--- src/rtl/motor_cmd_pkg.sv ---
// Shared encodings for the motor command stepper: axis word layout, frame slicing and axis FSM states.
package motor_cmd_pkg;
    localparam logic [1:0] MODE_STOP  = 2'b00;
    localparam logic [1:0] MODE_FWD   = 2'b01;
    localparam logic [1:0] MODE_REV   = 2'b10;
    localparam logic [1:0] MODE_BRAKE = 2'b11;

    localparam int MODE_MSB = 31;
    localparam int MODE_LSB = 30;
    localparam int CNT_MSB  = 29;
    localparam int CNT_LSB  = 16;
    localparam int HALF_MSB = 15;
    localparam int CNT_W    = 14;
    localparam int HALF_W   = 16;
    localparam int AXIS_W   = 32;

    localparam int AXIS_Z_LSB = 64;
    localparam int AXIS_X_LSB = 32;
    localparam int AXIS_Y_LSB = 0;

    typedef enum logic [1:0] {
        ST_IDLE = 2'd0,
        ST_HIGH = 2'd1,
        ST_LOW  = 2'd2
    } axis_state_t;

    // Returns {pin1, pin2} for the H-bridge.
    function automatic logic [1:0] pin_decode(input logic [1:0] mode);
        case (mode)
            MODE_FWD:   return 2'b10;
            MODE_REV:   return 2'b01;
            MODE_BRAKE: return 2'b11;
            default:    return 2'b00;
        endcase
    endfunction
endpackage

--- src/rtl/motor_cmd_stepper_axis.sv ---
// One stepper/DC axis: step pulse generator, H-bridge pin decode and limit-switch synchronizer.
//   state   | meaning
//   IDLE    | no motion; pins hold the loaded mode (STOP/BRAKE/refused load) or 00
//   HIGH    | step pulse high phase, counting down the half-period
//   LOW     | step pulse low phase; step count decremented at its end
module step_axis
    import motor_cmd_pkg::*;
#(
    parameter int SYNC_STAGES = 2,
    parameter int MIN_HALF    = 1
) (
    input  logic              i_Clk,
    input  logic              i_Rst_L,
    input  logic [AXIS_W-1:0] word,
    input  logic              load,
    input  logic              kill,
    input  logic              dead_end,
    output logic              pulse,
    output logic              pin1,
    output logic              pin2,
    output logic              busy
);
    logic [SYNC_STAGES-1:0] dead_sync;
    logic                   dead_s;
    axis_state_t            state;
    logic [HALF_W-1:0]      half_in, heff_in, hreload, hcnt;
    logic [CNT_W-1:0]       n_in, ncnt;
    logic [1:0]             mode_in;

    assign mode_in = word[MODE_MSB:MODE_LSB];
    assign n_in    = word[CNT_MSB:CNT_LSB];
    assign half_in = word[HALF_MSB:0];
    assign heff_in = (half_in < HALF_W'(MIN_HALF)) ? HALF_W'(MIN_HALF) : half_in;
    assign dead_s  = dead_sync[SYNC_STAGES-1];
    assign busy    = (state != ST_IDLE);

    always_ff @(posedge i_Clk or negedge i_Rst_L) begin
        if (!i_Rst_L) dead_sync <= '0;
        else          dead_sync <= {dead_sync[SYNC_STAGES-2:0], dead_end};
    end

    // Pulse trails the HIGH state by one clock so the load edge always drives it low.
    always_ff @(posedge i_Clk or negedge i_Rst_L) begin
        if (!i_Rst_L) begin
            state   <= ST_IDLE;
            pulse   <= 1'b0;
            pin1    <= 1'b0;
            pin2    <= 1'b0;
            hreload <= '0;
            hcnt    <= '0;
            ncnt    <= '0;
        end else if (kill || dead_s) begin
            state <= ST_IDLE;
            pulse <= 1'b0;
            pin1  <= 1'b0;
            pin2  <= 1'b0;
            hcnt  <= '0;
            ncnt  <= '0;
        end else if (load) begin
            pulse        <= 1'b0;
            {pin1, pin2} <= pin_decode(mode_in);
            hreload      <= heff_in - HALF_W'(1);
            hcnt         <= heff_in - HALF_W'(1);
            ncnt         <= n_in;
            if ((mode_in == MODE_FWD || mode_in == MODE_REV) && n_in != '0)
                state <= ST_HIGH;
            else
                state <= ST_IDLE;
        end else begin
            case (state)
                ST_HIGH: begin
                    pulse <= 1'b1;
                    if (hcnt == '0) begin
                        state <= ST_LOW;
                        hcnt  <= hreload;
                    end else begin
                        hcnt <= hcnt - HALF_W'(1);
                    end
                end
                ST_LOW: begin
                    pulse <= 1'b0;
                    if (hcnt == '0) begin
                        if (ncnt == CNT_W'(1)) begin
                            state <= ST_IDLE;
                            ncnt  <= '0;
                            pin1  <= 1'b0;
                            pin2  <= 1'b0;
                        end else begin
                            state <= ST_HIGH;
                            ncnt  <= ncnt - CNT_W'(1);
                            hcnt  <= hreload;
                        end
                    end else begin
                        hcnt <= hcnt - HALF_W'(1);
                    end
                end
                default: pulse <= 1'b0;
            endcase
        end
    end
endmodule

--- src/rtl/motor_cmd_stepper.sv ---
// Command-frame change detection, ESTOP synchronizer/fault latch, and three step_axis instances (Z, X, Y).
module motor_cmd_stepper
    import motor_cmd_pkg::*;
#(
    parameter int SYNC_STAGES = 2,
    parameter int MIN_HALF    = 1
) (
    input  logic        i_Clk,
    input  logic        i_Rst_L,
    input  logic [95:0] data_out,
    input  logic        ESTOP,
    input  logic        dead_end,
    input  logic        dead_endx,
    input  logic        dead_endy,
    output logic        pulses,
    output logic        pulsesx,
    output logic        pulsesy,
    output logic        pin1,
    output logic        pin2,
    output logic        pin1x,
    output logic        pin2x,
    output logic        pin1y,
    output logic        pin2y,
    output logic [2:0]  o_Busy,
    output logic        o_Fault
);
    logic [95:0]            prev_frame;
    logic [SYNC_STAGES-1:0] estop_sync;
    logic                   estop_s, new_cmd, load;
    logic                   busy_z, busy_x, busy_y;

    assign new_cmd = (data_out != prev_frame);
    assign estop_s = estop_sync[SYNC_STAGES-1];
    // A changed frame seen while ESTOP is high is consumed and discarded.
    assign load    = new_cmd && !estop_s;
    assign o_Busy  = {busy_z, busy_x, busy_y};

    always_ff @(posedge i_Clk or negedge i_Rst_L) begin
        if (!i_Rst_L) begin
            prev_frame <= '0;
            estop_sync <= '0;
            o_Fault    <= 1'b0;
        end else begin
            prev_frame <= data_out;
            estop_sync <= {estop_sync[SYNC_STAGES-2:0], ESTOP};
            if (estop_s)      o_Fault <= 1'b1;
            else if (new_cmd) o_Fault <= 1'b0;
        end
    end

    step_axis #(.SYNC_STAGES(SYNC_STAGES), .MIN_HALF(MIN_HALF)) u_axis_z (
        .i_Clk(i_Clk), .i_Rst_L(i_Rst_L), .word(data_out[AXIS_Z_LSB +: AXIS_W]),
        .load(load), .kill(estop_s), .dead_end(dead_end),
        .pulse(pulses), .pin1(pin1), .pin2(pin2), .busy(busy_z));

    step_axis #(.SYNC_STAGES(SYNC_STAGES), .MIN_HALF(MIN_HALF)) u_axis_x (
        .i_Clk(i_Clk), .i_Rst_L(i_Rst_L), .word(data_out[AXIS_X_LSB +: AXIS_W]),
        .load(load), .kill(estop_s), .dead_end(dead_endx),
        .pulse(pulsesx), .pin1(pin1x), .pin2(pin2x), .busy(busy_x));

    step_axis #(.SYNC_STAGES(SYNC_STAGES), .MIN_HALF(MIN_HALF)) u_axis_y (
        .i_Clk(i_Clk), .i_Rst_L(i_Rst_L), .word(data_out[AXIS_Y_LSB +: AXIS_W]),
        .load(load), .kill(estop_s), .dead_end(dead_endy),
        .pulse(pulsesy), .pin1(pin1y), .pin2(pin2y), .busy(busy_y));
endmodule

--- config.mk ---
export PLATFORM = sky130hd
export DESIGN_NAME = motor_cmd_stepper
export DESIGN_NICKNAME = d
export VERILOG_FILES = /design/src/rtl/motor_cmd_pkg.sv /design/src/rtl/motor_cmd_stepper_axis.sv /design/src/rtl/motor_cmd_stepper.sv
export SDC_FILE = /design/constraint.sdc
export NUM_CORES = 1
export LEC_CHECK = 0
export CORE_MARGIN = 3
export CORE_UTILIZATION = 53
export CTS_CLUSTER_DIAMETER = 150
export DETAILED_ROUTE_END_ITERATION = 6
export HOLD_SLACK_MARGIN = 0.05
export PLACE_DENSITY = 0.87
export SLEW_MARGIN = 20
export SYNTH_ARGS = -nofsm -noshare
export SYNTH_HDL_FRONTEND = slang
export SYNTH_SLANG_ARGS = --single-unit
--- constraint.sdc ---
create_clock -name i_Clk -period 2.8 [get_ports i_Clk]
set_clock_uncertainty 0.05 [all_clocks]
set_input_delay 0.56 -clock i_Clk [delete_from_list [all_inputs] [get_ports i_Clk]]
set_output_delay 0.56 -clock i_Clk [all_outputs]
set_load 0.005 [all_outputs]
; ---- Word-level counts from Yosys, hierarchy flattened
; Index checks and enable logic that the tools add are counted.
[totals]
reg_bits = 258
inputBits = 102
output_inout_bits = 13
wordCells = 210
[classes]
add_sub_neg = 9
n_lt_le_gt_ge = 3
eq_ne = 28
n_mux = 92
bitwise = 3
reduce_logical = 48
[ops]
columns = cell, count
row1 = $mux W16, 18
row2 = $mux W14, 15
row3 = $ne A96 B96 Y1, 1
row4 = $pmux W16 S2, 3
row5 = $sub A16 B1 Y16 const B, 6
row6 = $logic_not A16 Y1, 3
row7 = $lt A16 B1 Y1 const B, 3
row8 = $eq A14 B1 Y1 const B, 3
row9 = $reduce_bool A14 Y1, 3
row10 = $sub A14 B1 Y14 const B, 3
row11 = $mux W1, 38
row12 = $reduce_bool A3 Y1, 9
row13 = $mux W2, 12
row14 = $ne A4 B2 Y1 const B, 6
row15 = $eq A2 B2 Y1 const B, 9
row16 = $pmux W2 S3, 3
row17 = $reduce_and A2 Y1, 9
row18 = $reduce_and A3 Y1, 6
row19 = $ne A5 B4 Y1 const B, 3
row20 = $eq A2 B1 Y1 const B, 6
row21 = $pmux W2 S2, 3
row22 = $reduce_bool A4 Y1, 3
row23 = $reduce_bool A2 Y1, 4
row24 = $logic_or A1 B1 Y1, 6
row25 = 3 further kinds, 8

; ---- Depth between registers and ports, before layout
[logic_depth]
ltp_word = 6
mapped_depth = 12
depth_no_buf = 11

; ---- Cells and area by module
; Synthesis repeated with hierarchy kept, for this count alone.
[unflattened]
cells_unflattened = 1438
hier_area_um2 = 13719.4
[modules_own_cells]
columns = mod, n_inst, cells_per_inst, area_per_inst_um2, seq_area_each_um2
row1 = motor_cmd_stepper, 1, 232, 3558.4, 2477.4
row2 = step_axis at u_axis_y, 1, 400, 3468.3, 1326.3
row3 = step_axis at u_axis_x, 1, 404, 3378.2, 1326.3
row4 = step_axis at u_axis_z, 1, 402, 3314.4, 1326.3

; ---- Least setup slack after synthesis
; OpenSTA, ideal clock, no wires.
[synth_path]
path_kind = input -> register
start = input data_out[11]
end = register u_axis_x.ncnt[0]
setup_time_ps = 120
arrival_time_ps = 2761
setup_slack_ps = -132
cell_stages = 11
n_path_buf = 4
path_cell_list = clkbuf_1 xnor2_1 nand4_1 nor4_1 nand4_1 nor3_1 clkbuf_1 clkbuf_1 buf_1 o211ai_1 o211a_1
[synth_between]
elab_chain_len = 4
word_cells_on_any_way = 7
[synth_rtl]
columns = element, line_no
row1 = "start, declared", motor_cmd_stepper.sv:10  ; input logic [95:0] data_out,
row2 = $ne A96 B96 Y1 *, motor_cmd_stepper.sv:32  ; assign new_cmd = (data_out != prev_frame);
row3 = $logic_and A1 B1 Y1 *, motor_cmd_stepper.sv:35  ; assign load = new_cmd && !estop_s;
row4 = $reduce_bool A3 Y1 (no source line) / $mux W14 (equally long branches), --
row5 = $reduce_and A2 Y1 (no source line) / $mux W14 (equally long branches), --
row6 = "end signal, assigned", motor_cmd_stepper_axis.sv:64  ; ncnt <= n_in;
row7 = "end signal, assigned", motor_cmd_stepper_axis.sv:90  ; ncnt <= ncnt - CNT_W'(1);
row8 = "end, declared", motor_cmd_stepper_axis.sv:27  ; logic [CNT_W-1:0] n_in, ncnt;
; Every way passes the cells marked *; elsewhere a longest branch is shown, timed or not.
; A chain may end at the register's enable or synchronous reset.

; ---- Worst setup path in the final report
[layout_path]
start = input data_out[32]
end = register u_axis_y.hreload[11]
[layout_between]
elab_chain_len = 3
[layout_rtl]
columns = element, line_no
row1 = $ne A96 B96 Y1, motor_cmd_stepper.sv:32
row2 = $logic_and A1 B1 Y1, motor_cmd_stepper.sv:35
row3 = $reduce_and A2 Y1 (no source line), --
row4 = "end signal, assigned", motor_cmd_stepper_axis.sv:62  ; hreload <= heff_in - HALF_W'(1);
row5 = "end, declared", motor_cmd_stepper_axis.sv:26  ; logic [HALF_W-1:0] half_in, heff_in, hreload, hcnt;
; No other way between the ends.

==> results.toml <==
[synthesis]
ys_async_sr_fraction_pct = 100
ys_top_cells_by_area = "dfrtp_1, xnor2_1, nor2_1, o21ai_0, a21oi_1"
synth_most_common_cell = "dfrtp_1"
syn_inst = 1442
seq_area_frac_synth_pct = 47.1
synth_cell_type_count = 61
syn_avg_cell_area_um2 = 9.50
synth_top_area_share_pct = 47.1
ys_seq_elements = 258
synth_nets = 1571
synthFlopType = "dfrtp_1"
yosysWarnings = 0
synth_area_mm2 = 0.0137
synth_edf_count = 0
yosysTopAreaCell = "dfrtp_1"
synthTopCellsByCount = "dfrtp_1, nor2_1, o21ai_0"

[drt]
via_per_inst = 6.67
antenna_left = 0
drt_wl_total_um = 50600
drt_iter0_drc = 2177
post_drt_wl_per_cell_um = 24.4
firstDrtPassIters = 6
via_count = 13800
drc = 0

[timing]
holdWs_ps = 220
fin_crit_sh_pct = 115
finalSetupViolCount = 154
rsz0062_at_grt = "yes"
hold_viol_final = 0
relSlewSlack_pct = 52.5
tightest_slew_ps = 706
maxSlewViolCount = 0
timing.final.ws_setup_ps = -420
fin_crit_ps = 3220
timing.fmax_mhz = 311

[critical_path]
critPathSlowestCell = "xnor2_1"
worstSetupPathType = "input pin to register"
crit_path_max_fanout = 22
cp.arrival_ps = 3600
cp_num_buf_inv = 4
cp.required_ps = 3180
max_stage_delay_ps = 590
cp_cell_sequence = "clkdlybuf4s50_1, xnor2_1, nand4_1, nor4_1, nand4_1, nor3_2, buf_4, buf_12, buf_4, o21ai_0, o21ai_0"
crit_family = "buffers and inverters"
worst-r2r-setup-slack_ps = -330
setup.worst_path.end_class = "register"
critPathLaunchType = "input pin"

[final_layout]
drive_gt1_share_pct = 20.4
area_growth_pct = 31.7
finalNonFillerCells = 2072
nets = 1849
final_cell_area_mm2 = 0.0180

[die]
rows = 58
start_util_pct = 54.1
io_pins = 115
die_h_um = 167
design.core.area_mm2 = 0.0253
die_w_um = 167
dieArea_mm2 = 0.0278

[outcome]
violations = "negative setup slack"
status = "finished with violations"

[placed_design]
hpwl_um = 31600
dp.cells = 2011
placed_cell_area_mm2 = 0.0165
port_buffers = 114
gp_congestion = 0.964

[hold_path]
hold_path_class = "input pin to register"

[global_routing]
antenna_found_initial = 1
grtUsageTotal_pct = 32.6
grt_pass1_wl_um = 73200
grt_pass1_vias = 13400
overflow = 0
grt_max_degree = 85

[clock_network]
clkLatencyLatePin_ps = 560
cts.path.max_buffers = 3
numCtsBuffers = 28
clock-root-buffer = "clkbuf_16"
cts_tree = "built"
clk_pin_slew_ps = 70
cts_max_level = 1
cts_sinks = 258

[job]
maxCapViolCount = 0

[power_and_ir_drop]
powerDensity_mw_per_mm2 = 564
ir_drop_v = 0.000729
p_leak_uw = 0.00773
p_total_uw = 10200
-- cells in the final DEF, fill, tap and decap left out, types with 7 or more instances in the layout --
cell type,synthesis,layout
dfrtp_1,258,258
buf_4,3,189
nor2_1,157,156
clkdlybuf4s50_1,0,103
a21oi_1,99,98
o21ai_0,101,96
nand2_1,93,87
xnor2_1,85,72
nor3_1,60,57
xor2_1,51,51
nor4_1,50,41
o22ai_1,38,38
mux2_2,36,36
inv_1,35,33
clkbuf_16,0,31
ha_1,27,26
or3_1,27,25
nand4_1,24,24
o211ai_1,20,20
nand2b_1,19,18
nand3_1,17,17
a31oi_1,15,14
or4_1,14,12
xnor2_2,0,12
o211a_1,12,12
mux2i_1,12,12
or2_2,12,11
o311a_1,9,9
nor2b_1,8,8
dlymetal6s2s_1,0,8
nor4_2,1,7
a211oi_1,8,7
a22o_1,7,7
buf_12,0,7
-- path summary, 6_finish.rpt --
kind                                       start               endpoint  depth (start not counted)
setup / recovery                    data_out[32]   u_axis_y.hreload[11]                         11
hold / removal                      data_out[30]         prev_frame[30]                          1
setup reg to reg                  prev_frame[32]   u_axis_y.hreload[11]                         10
hold reg to reg            u_axis_x.dead_sync[0]  u_axis_x.dead_sync[1]                          0
max in group asynchronous                i_Rst_L    u_axis_z.hreload[8]                          3
min in group asynchronous                i_Rst_L       u_axis_y.ncnt[7]                          2
-- power breakdown --
| group | switching (µW) | total (µW) | leakage, µW | internal [µW] |
|---|---|---|---|---|
| Combinational | 1010 | 1780 | 0.00402 | 770 |
| Sequential | 195 | 4160 | 0.00321 | 3970 |
| Clock | 1630 | 4230 | 0.000502 | 2600 |
| Total | 2830 | 10200 | 0.00773 | 7340 |
-- stage by stage --
stage | util (%) | TNS (ps) | setup slack [ps]
after floorplan | - | -26.6 | -13.3
after global placement | 65.3 | -60210 | -619
after detailed placement | 65.3 | -74370 | -685
after CTS | 69.9 | -109 | -65.1
after global routing | 71.2 | -37600 | -419
final | 71.2 | -37430 | -420
-- worst register-to-register path: stages, from the launching register on --
cell and delay, ps:
dfrtp_1 420, xnor2_1 590, nand4_1 230, nor4_1 360
nand4_1 170, nor3_2 210, buf_4 210, buf_12 110
buf_4 250, o21ai_0 210, o21ai_0 200
-- layout make-up --
cell class | count | area, µm²
Fill cell | 1534 | 7290
Sequential cell | 258 | 6460
Clock buffer | 39 | 823
Timing Repair Buffer | 316 | 2820
Antenna cell | 1 | 2.50
Multi-Input combinational cell | 1081 | 7180
Inverter | 35 | 131
Tap cell | 330 | 413
Clock inverter | 12 | 221
-- metal layers --
metal	wire length, µm	GRT usage [%]
met5	0	0
met4	3930	17.9
met3	5880	5.74
met2	23100	53.0
met1	17700	41.8
-- timing repair --
item	in CTS	in global routing
hold buffers	1	0
setup endpoints to repair	68	103
hold endpoints to repair	78	0
gates cloned	0	2
pin swaps	5	13
resized for setup	27	50
setup buffers	0	6
-- kinds of logic after synthesis --
logic type	Yosys count	share of synthesized area [%]
multiplexers	48	3.84
adder cells (fa/ha/maj)	27	2.47
XOR/XNOR	136	8.69
AND/OR/NAND/NOR	514	18.8
AO/OA/AOI/OAI	356	16.1
flip-flops	258	47.1
buffers and inverters	103	2.95
-- state kept, by name, summed over array words and instances, names as in the netlist, 16 cells and up --
name and count:
prev_frame 96, u_axis_x.hcnt 16, u_axis_x.hreload 16, u_axis_y.hcnt 16
u_axis_y.hreload 16, u_axis_z.hcnt 16, u_axis_z.hreload 16
Note: power is estimated with default switching activity, not from simulation.
